[config.mk]
export PLATFORM = sky130hd
export DESIGN_NAME = mem_arbiter_flat
export DESIGN_NICKNAME = d
export VERILOG_FILES = /design/src/rtl/mem_arbiter_if.sv /design/src/rtl/mem_arbiter.sv /design/src/flat_wrapper.sv
export SDC_FILE = /design/constraint.sdc
export NUM_CORES = 1
export LEC_CHECK = 0
export BUFFER_PORTS_ARGS = -buffer_cell sky130_fd_sc_hd__buf_2
export CAP_MARGIN = 20
export CORE_MARGIN = 10
export CORE_UTILIZATION = 51
export DETAILED_ROUTE_END_ITERATION = 10
export PLACE_DENSITY = 0.81
export SYNTH_ARGS = -nofsm -noshare
export SYNTH_HDL_FRONTEND = slang
export SYNTH_SLANG_ARGS = --single-unit
export TNS_END_PERCENT = 30
[constraint.sdc]
create_clock -name clk -period 6.1 [get_ports clk]
set_input_delay 1.525 -clock clk [delete_from_list [all_inputs] [get_ports clk]]
set_output_delay 1.525 -clock clk [all_outputs]
set_load 0.005 [all_outputs]
[src/rtl/mem_arbiter_if.sv]
`default_nettype none
// ============================================================================
// Module   : mem_arbiter_if
// Brief    : Requester-side and memory-side bundle of the 4-port memory arbiter
// Revision : 1.0
// ============================================================================
interface mem_arbiter_if #(
    parameter int ADDR_WIDTH = 7,
    parameter int DATA_WIDTH = 8
);
    logic                           en_i;
    logic [3:0]                     req_i;
    logic [3:0]                     we_i;
    logic [3:0][ADDR_WIDTH-1:0]     addr_i;
    logic [3:0][DATA_WIDTH-1:0]     wdata_i;
    logic [3:0]                     ack_o;
    logic [3:0][DATA_WIDTH-1:0]     rdata_o;
    logic                           busy_o;
    logic [1:0]                     grant_id_o;
    logic                           mem_en_o;
    logic                           mem_read_o;
    logic                           mem_write_o;
    logic [ADDR_WIDTH-1:0]          mem_address_o;
    logic [DATA_WIDTH-1:0]          mem_wdata_o;
    logic [DATA_WIDTH-1:0]          mem_rdata_i;

    modport slave (
        input  en_i, req_i, we_i, addr_i, wdata_i, mem_rdata_i,
        output ack_o, rdata_o, busy_o, grant_id_o,
        output mem_en_o, mem_read_o, mem_write_o, mem_address_o, mem_wdata_o
    );

    modport master (
        output en_i, req_i, we_i, addr_i, wdata_i, mem_rdata_i,
        input  ack_o, rdata_o, busy_o, grant_id_o,
        input  mem_en_o, mem_read_o, mem_write_o, mem_address_o, mem_wdata_o
    );
endinterface
`default_nettype wire

[src/rtl/mem_arbiter.sv]
`default_nettype none
// ============================================================================
// Module   : mem_arbiter
// Brief    : Round-robin sequencer sharing one single-ported memory among four
//            requesters, one registered transaction in flight at a time
// Revision : 1.0
// ============================================================================
module mem_arbiter #(
    parameter int ADDR_WIDTH   = 7,
    parameter int DATA_WIDTH   = 8,
    parameter int READ_LATENCY = 1
) (
    input  logic         clk,
    input  logic         reset,
    mem_arbiter_if.slave bus
);
    typedef enum logic [1:0] {
        IDLE  = 2'd0,
        ISSUE = 2'd1,
        WAIT  = 2'd2,
        ACK   = 2'd3
    } state_t;

    localparam logic [1:0] C_WAIT_LAST = (READ_LATENCY > 0) ? 2'(READ_LATENCY - 1) : 2'd0;

    state_t                         state_q, state_d;
    logic [1:0]                     grant_q, grant_d;
    logic [1:0]                     rr_q, rr_d;
    logic [1:0]                     cnt_q, cnt_d;
    logic                           we_q, we_d;
    logic                           mem_en_q, mem_en_d;
    logic                           mem_read_q, mem_read_d;
    logic                           mem_write_q, mem_write_d;
    logic [ADDR_WIDTH-1:0]          mem_address_q, mem_address_d;
    logic [DATA_WIDTH-1:0]          mem_wdata_q, mem_wdata_d;
    logic [3:0]                     ack_q, ack_d;
    logic                           busy_q, busy_d;
    logic [3:0][DATA_WIDTH-1:0]     rdata_q;
    logic                           capture;
    logic                           found;
    logic [1:0]                     sel;
    logic [1:0]                     idx;

    // Search starts just after the last winner, so it becomes lowest priority.
    always_comb begin
        found = 1'b0;
        sel   = rr_q;
        idx   = '0;
        for (int k = 1; k <= 4; k++) begin
            idx = rr_q + 2'(k);
            if (!found && bus.req_i[idx]) begin
                found = 1'b1;
                sel   = idx;
            end
        end
    end

    // Memory controls are computed for the next state so they leave a flop.
    always_comb begin
        state_d       = state_q;
        grant_d       = grant_q;
        rr_d          = rr_q;
        cnt_d         = cnt_q;
        we_d          = we_q;
        mem_en_d      = 1'b0;
        mem_read_d    = 1'b0;
        mem_write_d   = 1'b0;
        mem_address_d = mem_address_q;
        mem_wdata_d   = mem_wdata_q;
        ack_d         = '0;
        capture       = 1'b0;
        case (state_q)
            IDLE: begin
                if (bus.en_i && found) begin
                    state_d       = ISSUE;
                    grant_d       = sel;
                    rr_d          = sel;
                    we_d          = bus.we_i[sel];
                    mem_address_d = bus.addr_i[sel];
                    mem_wdata_d   = bus.wdata_i[sel];
                    mem_en_d      = 1'b1;
                    mem_write_d   = bus.we_i[sel];
                    mem_read_d    = !bus.we_i[sel];
                end
            end
            ISSUE: begin
                if (we_q || READ_LATENCY == 0) begin
                    state_d         = ACK;
                    ack_d[grant_q]  = 1'b1;
                    capture         = !we_q;
                end else begin
                    state_d    = WAIT;
                    cnt_d      = '0;
                    mem_en_d   = 1'b1;
                    mem_read_d = 1'b1;
                end
            end
            WAIT: begin
                if (cnt_q == C_WAIT_LAST) begin
                    state_d        = ACK;
                    ack_d[grant_q] = 1'b1;
                    capture        = 1'b1;
                end else begin
                    cnt_d      = cnt_q + 2'd1;
                    mem_en_d   = 1'b1;
                    mem_read_d = 1'b1;
                end
            end
            ACK:     state_d = IDLE;
            default: state_d = IDLE;
        endcase
        busy_d = (state_d != IDLE);
    end

    always_ff @(posedge clk or posedge reset) begin
        if (reset) begin
            state_q       <= IDLE;
            grant_q       <= '0;
            rr_q          <= 2'd3;
            cnt_q         <= '0;
            we_q          <= 1'b0;
            mem_en_q      <= 1'b0;
            mem_read_q    <= 1'b0;
            mem_write_q   <= 1'b0;
            mem_address_q <= '0;
            mem_wdata_q   <= '0;
            ack_q         <= '0;
            busy_q        <= 1'b0;
            rdata_q       <= '0;
        end else begin
            state_q       <= state_d;
            grant_q       <= grant_d;
            rr_q          <= rr_d;
            cnt_q         <= cnt_d;
            we_q          <= we_d;
            mem_en_q      <= mem_en_d;
            mem_read_q    <= mem_read_d;
            mem_write_q   <= mem_write_d;
            mem_address_q <= mem_address_d;
            mem_wdata_q   <= mem_wdata_d;
            ack_q         <= ack_d;
            busy_q        <= busy_d;
            if (capture) begin
                rdata_q[grant_q] <= bus.mem_rdata_i;
            end
        end
    end

    assign bus.ack_o         = ack_q;
    assign bus.rdata_o       = rdata_q;
    assign bus.busy_o        = busy_q;
    assign bus.grant_id_o    = grant_q;
    assign bus.mem_en_o      = mem_en_q;
    assign bus.mem_read_o    = mem_read_q;
    assign bus.mem_write_o   = mem_write_q;
    assign bus.mem_address_o = mem_address_q;
    assign bus.mem_wdata_o   = mem_wdata_q;
endmodule
`default_nettype wire

[src/flat_wrapper.sv]
// flat-port wrapper written by rule: the top's interface ports become plain ports
module mem_arbiter_flat 
#(
    parameter int ADDR_WIDTH   = 7,
    parameter int DATA_WIDTH   = 8,
    parameter int READ_LATENCY = 1
)
  (clk, reset, bus_en_i, bus_req_i, bus_we_i, bus_addr_i, bus_wdata_i, bus_mem_rdata_i, bus_ack_o, bus_rdata_o, bus_busy_o, bus_grant_id_o, bus_mem_en_o, bus_mem_read_o, bus_mem_write_o, bus_mem_address_o, bus_mem_wdata_o);
  mem_arbiter_if #(.ADDR_WIDTH(ADDR_WIDTH), .DATA_WIDTH(DATA_WIDTH)) bus_i ();
  input  logic clk;
  input  logic reset;
  input wire logic [$bits(bus_i.en_i)-1:0] bus_en_i;
  input wire logic [$bits(bus_i.req_i)-1:0] bus_req_i;
  input wire logic [$bits(bus_i.we_i)-1:0] bus_we_i;
  input wire logic [$bits(bus_i.addr_i)-1:0] bus_addr_i;
  input wire logic [$bits(bus_i.wdata_i)-1:0] bus_wdata_i;
  input wire logic [$bits(bus_i.mem_rdata_i)-1:0] bus_mem_rdata_i;
  output wire logic [$bits(bus_i.ack_o)-1:0] bus_ack_o;
  output wire logic [$bits(bus_i.rdata_o)-1:0] bus_rdata_o;
  output wire logic [$bits(bus_i.busy_o)-1:0] bus_busy_o;
  output wire logic [$bits(bus_i.grant_id_o)-1:0] bus_grant_id_o;
  output wire logic [$bits(bus_i.mem_en_o)-1:0] bus_mem_en_o;
  output wire logic [$bits(bus_i.mem_read_o)-1:0] bus_mem_read_o;
  output wire logic [$bits(bus_i.mem_write_o)-1:0] bus_mem_write_o;
  output wire logic [$bits(bus_i.mem_address_o)-1:0] bus_mem_address_o;
  output wire logic [$bits(bus_i.mem_wdata_o)-1:0] bus_mem_wdata_o;
  assign bus_i.en_i = bus_en_i;
  assign bus_i.req_i = bus_req_i;
  assign bus_i.we_i = bus_we_i;
  assign bus_i.addr_i = bus_addr_i;
  assign bus_i.wdata_i = bus_wdata_i;
  assign bus_i.mem_rdata_i = bus_mem_rdata_i;
  assign bus_ack_o = bus_i.ack_o;
  assign bus_rdata_o = bus_i.rdata_o;
  assign bus_busy_o = bus_i.busy_o;
  assign bus_grant_id_o = bus_i.grant_id_o;
  assign bus_mem_en_o = bus_i.mem_en_o;
  assign bus_mem_read_o = bus_i.mem_read_o;
  assign bus_mem_write_o = bus_i.mem_write_o;
  assign bus_mem_address_o = bus_i.mem_address_o;
  assign bus_mem_wdata_o = bus_i.mem_wdata_o;
  mem_arbiter #(.ADDR_WIDTH(ADDR_WIDTH), .DATA_WIDTH(DATA_WIDTH), .READ_LATENCY(READ_LATENCY)) u_core (.clk(clk), .reset(reset), .bus(bus_i));
endmodule
==> results_dict.tcl, run 1 <==
set metrics [dict create \
    status "complete, no violations" \
    cts_buffers 9 \
    ff2ff_setup_slack_ns 3.78 \
    slowest_stage "buf_4" \
    nFillCells 456 \
    relSlewSlack 0.463 \
    grt_use_total 0.176 \
    dr_total_vias 2478 \
    hold_path_end "u_core.cnt_q[0]$_DFFE_PP0P_" \
    ctsResizeCount 0 \
    crit_chain "buf_2 -> nor2b_1 -> a21o_1 -> a221oi_4 -> buf_4 -> mux2i_1 -> o221ai_1" \
    fin_skew_ns 0.00495 \
    crit_family "compound AO/OA/AOI/OAI gates" \
    period_share 0.511 \
    grt_pass1_vias 2630 \
    path_clk_slew_ns 0.07 \
    drv_cap 0 \
    setup_viol 0 \
    multi_input_area_sq_um 1360 \
    seq_area_sq_um 1600 \
    wl_per_cell_microns 18.7 \
    ioPinCount 136 \
    utilization 0.680 \
    synth_cell_types 38 \
    drt_wl_total_mm 8.58 \
    synth_flop_cell "dfrtp_1" \
    cts.sinks 64 \
    ir_drop_v 0.000299 \
    hp-start "u_core.cnt_q[0]$_DFFE_PP0P_" \
    hpwl_mm 6.59 \
    hold_buffers 0 \
    synth_common_cells "dfrtp_1, mux2_2, mux2i_1" \
    drtIter0Drc 47 \
    rsz0062_at_grt "false" \
    power_density_nw_per_um2 503 \
    cp_max_fo 32 \
    synth-seq-cells 64 \
    htreeDepth 3 \
    path_class "in2reg" \
    rr_worst_depth 6 \
    place_congestion 0.837 \
    regToRegStartpoint "u_core.rr_q[0]$_DFFE_PP1P_" \
    grt_max_degree 65 \
    netlist_instances 241 \
    synthTopCellsByArea "dfrtp_1, mux2_2, mux2i_1" \
    antenna_found_initial 0 \
    dp_cells 444 \
    ys_seq_area_frac 0.525 \
    netlist_area_sq_um 3060 \
    startpoint_type "input pin" \
    synth_top_area_frac 0.507 \
    timing_max_transition_violations_final 0 \
    coreArea_sq_um 5890 \
    die_y_microns 97.4 \
    hold_viol 0 \
    post_cts_buffers 0 \
    async_flop_share 1.00 \
    dr.pass1.iters 4 \
    whs_path_depth 2 \
    cp-end-kind "flip-flop" \
    route.detailed.drc 0 \
    timing.setup.tns_ns 0 \
    power_leakage_nw 2.02 \
    final_cells 460 \
    period_needed_ns 3.12 \
    row_count 28 \
    r2r_end "u_core.we_q$_DFFE_PP0P_" \
    die_w_microns 97.4 \
    drt-vias-per-instance 5.39 \
    clk_latency_ns 0.33 \
    fmax_ghz 0.321 \
    gr-total-overflow 0 \
    cts_max_path_buffers 2 \
    die_area_sq_um 9490 \
    portBuffers 135 \
    num_antenna_cells 0 \
    yosysWarnings 0 \
    max_slew.worst_pin.slew_ns 0.805 \
    path_buf_inv 2 \
    synth_nets 326 \
    yosys.area.top_type "dfrtp_1" \
    yosysMostFrequentCell "dfrtp_1" \
    ant_nets 0 \
    arrival_ns 3.31 \
    nets 465 \
    max_stage_delay_ns 0.49 \
    hold_class "reg2reg" \
    grt_pass1_wl_mm 13.6 \
    start_util 0.520 \
    cp_data_required_time_ns 6.29 \
    area_growth_pct 31.0 \
    final_layout_size_suffix_gt1_frac 0.532 \
    synth_edf_count 0 \
    avgSynthCellArea_sq_um 12.7 \
    cts_root_buf "clkbuf_8" \
    cts_tree "done" \
]
[per-layer routing]
metal	global-route usage	wire, microns	vias up
li1	-	-	1160
met1	0.196	3470	1178
met2	0.279	3810	125
met3	0.0910	1130	15
met4	0.0694	167	0
met5	0	0	-
[cell families after synthesis]
group	synth area share
DFF	0.525
buffers and inverters	0.0311
muxes	0.227
and+or+nand+nor	0.0859
AOI/OAI and AO/OA	0.107
adders and majority gates	0.0245
[how the worst max path moves through the flow]
stage,start,endpoint,depth (start not counted)
4_1_cts,bus_req_i[3],u_core.we_q$_DFFE_PP0P_,7
6_report,bus_req_i[3],u_core.we_q$_DFFE_PP0P_,7
5_1_grt,bus_req_i[3],u_core.we_q$_DFFE_PP0P_,7
2_1_floorplan,bus_req_i[3],u_core.bus.mem_wdata_o[5]$_DFFE_PP0P_,5
3_3_place_gp,bus_req_i[3],u_core.bus.mem_read_o$_DFF_PP0_,7
3_5_place_dp,bus_req_i[3],u_core.we_q$_DFFE_PP0P_,7
[metrics by stage]
| stage | area, sq um | hold WS, ns | setup slack [ns] | power, mW |
|---|---|---|---|---|
| after floorplan | 3060 | 0.450 | 2.96 | 1.32 |
| after global placement | 3790 | 0.462 | 2.77 | 1.61 |
| after detailed placement | 3790 | 0.482 | 2.67 | 1.66 |
| after CTS | 4010 | 0.497 | 3.03 | 2.05 |
| after global routing | 4010 | 0.524 | 2.82 | 2.16 |
| final | 4010 | 0.492 | 2.98 | 2.02 |
[cell type report]
cell class,instances,share of cell area
Inverter,7,0.00656
Multi-Input combinational cell,159,0.339
Sequential cell,64,0.401
Timing Repair Buffer,139,0.176
Clock buffer,12,0.0412
Tap cell,75,0.0234
Clock inverter,4,0.0128
[sequential cells by signal (all words and copies together), names as in the netlist, 2 cells and up]
name and flops:
u_core.bus.grant_id_o 2, u_core.bus.rdata_o 32, u_core.bus.mem_wdata_o 8, u_core.bus.mem_address_o 7
u_core.rr_q 2, u_core.state_q 2, u_core.bus.ack_o 4, u_core.cnt_q 2
[layout by cell type, fill, tap and decap left out, drive strengths merged, types with 5 or more instances in the layout]
cell and count:
nand2 16, a221oi 15, inv 7, dfrtp 62, clkbuf 12, ha 6, nor2 22, mux2i 30
o21ai 5, mux2 33, buf 139, a21oi 5
[power breakdown]
group | leakage, nW | switching (mW) | internal [mW] | total (mW)
Combinational | 1.16 | 0.430 | 0.448 | 0.878
Clock | 0.109 | 0.159 | 0.222 | 0.381
Sequential | 0.754 | 0.125 | 0.632 | 0.757
Total | 2.02 | 0.714 | 1.30 | 2.02
[tightest hold or removal path, stage by stage (launching register included)]
cell and delay [ns]:
dfrtp_1 0.34, nand2_1 0.05, o21ai_0 0.06
Power figures use the tool's default switching activity.
==> inputs of run 2 (changes only) <==
Settings changed: ABC_AREA set to 1, CORE_UTILIZATION 51 to 48, PLACE_DENSITY 0.81 to 0.76.
Clock period 6.1 ns to 2.9 ns, I/O delays scaled along.
==> results_dict.tcl, run 2 <==
set metrics [dict create \
    layout_commonest_cell "nand2_1" \
    timing_max_transition_violations_final 0 \
    cts_buffers 9 \
    route.detailed.drc 0 \
    fin_skew_ns 0.00717 \
    ir_drop_v 0.000747 \
    pre_cts_slack_ns 0.551 \
    hold_class "in2async" \
    cp_common_cell "nand2_1" \
    htreeDepth 3 \
    synth_common_cells "nand2_1, nand3_1, dfrtp_1" \
    coreArea_sq_um 6460 \
    cp-end-kind "flip-flop" \
    final_layout_size_suffix_gt1_frac 0.322 \
    period_share 0.799 \
    final_cell_mix "nand2_1, buf_2, nand3_1" \
    arrival_ns 2.59 \
    hpwl_mm 7.35 \
    crit_family "simple AND/OR/NAND/NOR gates" \
    place_area_sq_um 3940 \
    yosys.area.top_type "dfrtp_1" \
    drt-vias-per-instance 5.08 \
    postLayoutSetupSlackWorst_ns 0.582 \
    grt_max_degree 36 \
    synth_xor_area_frac 0 \
    ioPinCount 136 \
    portBuffers 135 \
    synth_top_family_by_area "simple AND/OR/NAND/NOR gates" \
    grt_pass1_wl_mm 15.3 \
    die_area_sq_um 10500 \
    utilization 0.646 \
    cts_max_path_buffers 2 \
    period_needed_ns 2.32 \
    gr-total-overflow 0 \
    max_slew.worst_pin.slew_ns 0.639 \
    post_cts_buffers 0 \
    ant_nets 0 \
    yosysWarnings 0 \
    drtIter0Drc 183 \
    hold_viol 0 \
    wl_per_cell_microns 15.1 \
    die_y_microns 102 \
    netlist_instances 415 \
    synth_cell_types 27 \
    grt_pass1_vias 3109 \
    ys_seq_area_frac 0.492 \
    place_congestion 0.883 \
    ff2ff_setup_slack_ns 0.58 \
    cp_max_fo 33 \
    fmax_ghz 0.431 \
    async_flop_share 1.00 \
    netlist_area_sq_um 3260 \
    status "complete, no violations" \
    synth-compound-area-share 0.0733 \
    cts_root_buf "clkbuf_8" \
    power_leakage_nw 2.35 \
    drt_wl_total_mm 9.51 \
    ctsResizeCount 0 \
    drv_cap 0 \
    antenna_found_initial 0 \
    path_buf_inv 3 \
    synthTopCellsByArea "dfrtp_1, nand2_1, nand3_1" \
    startpoint_type "flip-flop" \
    synth_edf_count 0 \
    cts_tree "done" \
    path_clk_slew_ns 0.07 \
    synth-seq-cells 64 \
    path_class "reg2reg" \
    setup_viol 0 \
    timing.setup.tns_ns 0 \
    synthSimpleGateAreaFrac 0.335 \
    num_antenna_cells 0 \
    synth_nets 500 \
    area_growth_pct 28.1 \
    nFillCells 579 \
    synth_flop_cell "dfrtp_1" \
    max_stage_delay_ns 0.65 \
    power_density_nw_per_um2 1280 \
    row_count 29 \
    die_w_microns 102 \
    grt_use_total 0.183 \
    clk_latency_ns 0.33 \
    cts.sinks 64 \
    hold_buffers 0 \
    hold_slack_ns 0.468 \
    start_util 0.504 \
    yosysMostFrequentCell "nand2_1" \
    synthMuxAreaShare 0 \
    cp_data_required_time_ns 3.17 \
    dr_total_vias 3196 \
    relSlewSlack 0.574 \
    dr.pass1.iters 5 \
    crit_chain "inv_2 -> nand2_1 -> nand2_2 -> nand2_2 -> nand2_4 -> inv_2 -> nand2_1 -> nand2_2 -> nand2_4 -> inv_4 -> nand2_1 -> nand3_1 -> nand3_1 -> nand2_1" \
    slowest_stage "dfstp_2" \
    avgSynthCellArea_sq_um 7.85 \
    final_area_sq_um 4170 \
    synth_fa_ha_area_frac 0.0230 \
    synth_top_area_frac 0.476 \
    nets 632 \
    rsz0062_at_grt "false" \
    largest_reg_flops 32 \
]
-- run 2: cell count changes after synthesis, moves of 5 or more --
cell,before,now
a21oi_1,5,10
a221oi_2,10,0
buf_4,2,7
inv_1,7,27
mux2_2,33,0
mux2i_1,30,0
nand2_1,16,155
nand2_2,0,8
nand3_1,1,63
nor2_1,22,12
o21ai_0,5,32
-- run 2: worst paths after layout --
| kind | startpoint | to | depth (start not counted) |
|---|---|---|---|
| max in group asynchronous | reset | u_core.rr_q[0]$_DFFE_PP1P_ | 3 |
| hold reg to reg | u_core.bus.mem_address_o[3]$_DFFE_PP0P_ | u_core.bus.mem_address_o[3]$_DFFE_PP0P_ | 2 |
| hold / removal | reset | u_core.bus.rdata_o[1]$_DFFE_PP0P_ | 2 |
| setup reg to reg | u_core.rr_q[0]$_DFFE_PP1P_ | u_core.bus.mem_address_o[1]$_DFFE_PP0P_ | 14 |
| setup / recovery | u_core.rr_q[0]$_DFFE_PP1P_ | u_core.bus.mem_address_o[1]$_DFFE_PP0P_ | 14 |
| min in group clk | u_core.bus.mem_address_o[3]$_DFFE_PP0P_ | u_core.bus.mem_address_o[3]$_DFFE_PP0P_ | 2 |
-- run 2: kinds of logic (layout without fill, tap and decap cells) --
| family | after synthesis | after routing |
|---|---|---|
| flops | 64 | 64 |
| fa+ha+maj | 6 | 6 |
| compound gates | 46 | 46 |
| buf+inv | 49 | 186 |
| simple gates | 250 | 250 |
-- run 2: through the flow --
stage | instances | power, mW
floorplan | 415 | 3.79
finish | 629 | 5.33
global placement | 613 | 4.39
global route | 629 | 5.86
CTS | 629 | 5.36
detailed placement | 613 | 4.47
-- run 2: cell type report --
type	instances	area (sq um)	area share
repair buffers	138	711	0.170
flip-flops and latches	64	1600	0.384
multi-input cells	302	1410	0.337
inverters	32	125	0.0300
well taps	77	96.3	0.0231
clock buffers	10	138	0.0330
clock inverters	6	92.6	0.0222
-- run 2: power by group --
group | leakage, nW | total (mW) | switching, mW | internal (mW)
Clock | 0.109 | 0.869 | 0.359 | 0.510
Combinational | 1.46 | 2.88 | 1.84 | 1.04
Sequential | 0.785 | 1.58 | 0.251 | 1.33
Total | 2.35 | 5.33 | 2.45 | 2.87
-- run 2: routing by layer --
| metal | routed length [microns] | part of all wire | track usage |
|---|---|---|---|
| met1 | 3840 | 0.40 | 0.224 |
| met2 | 4850 | 0.51 | 0.309 |
| met3 | 654 | 0.069 | 0.0486 |
| met4 | 175 | 0.018 | 0.0553 |
| met5 | 0 | 0 | 0 |
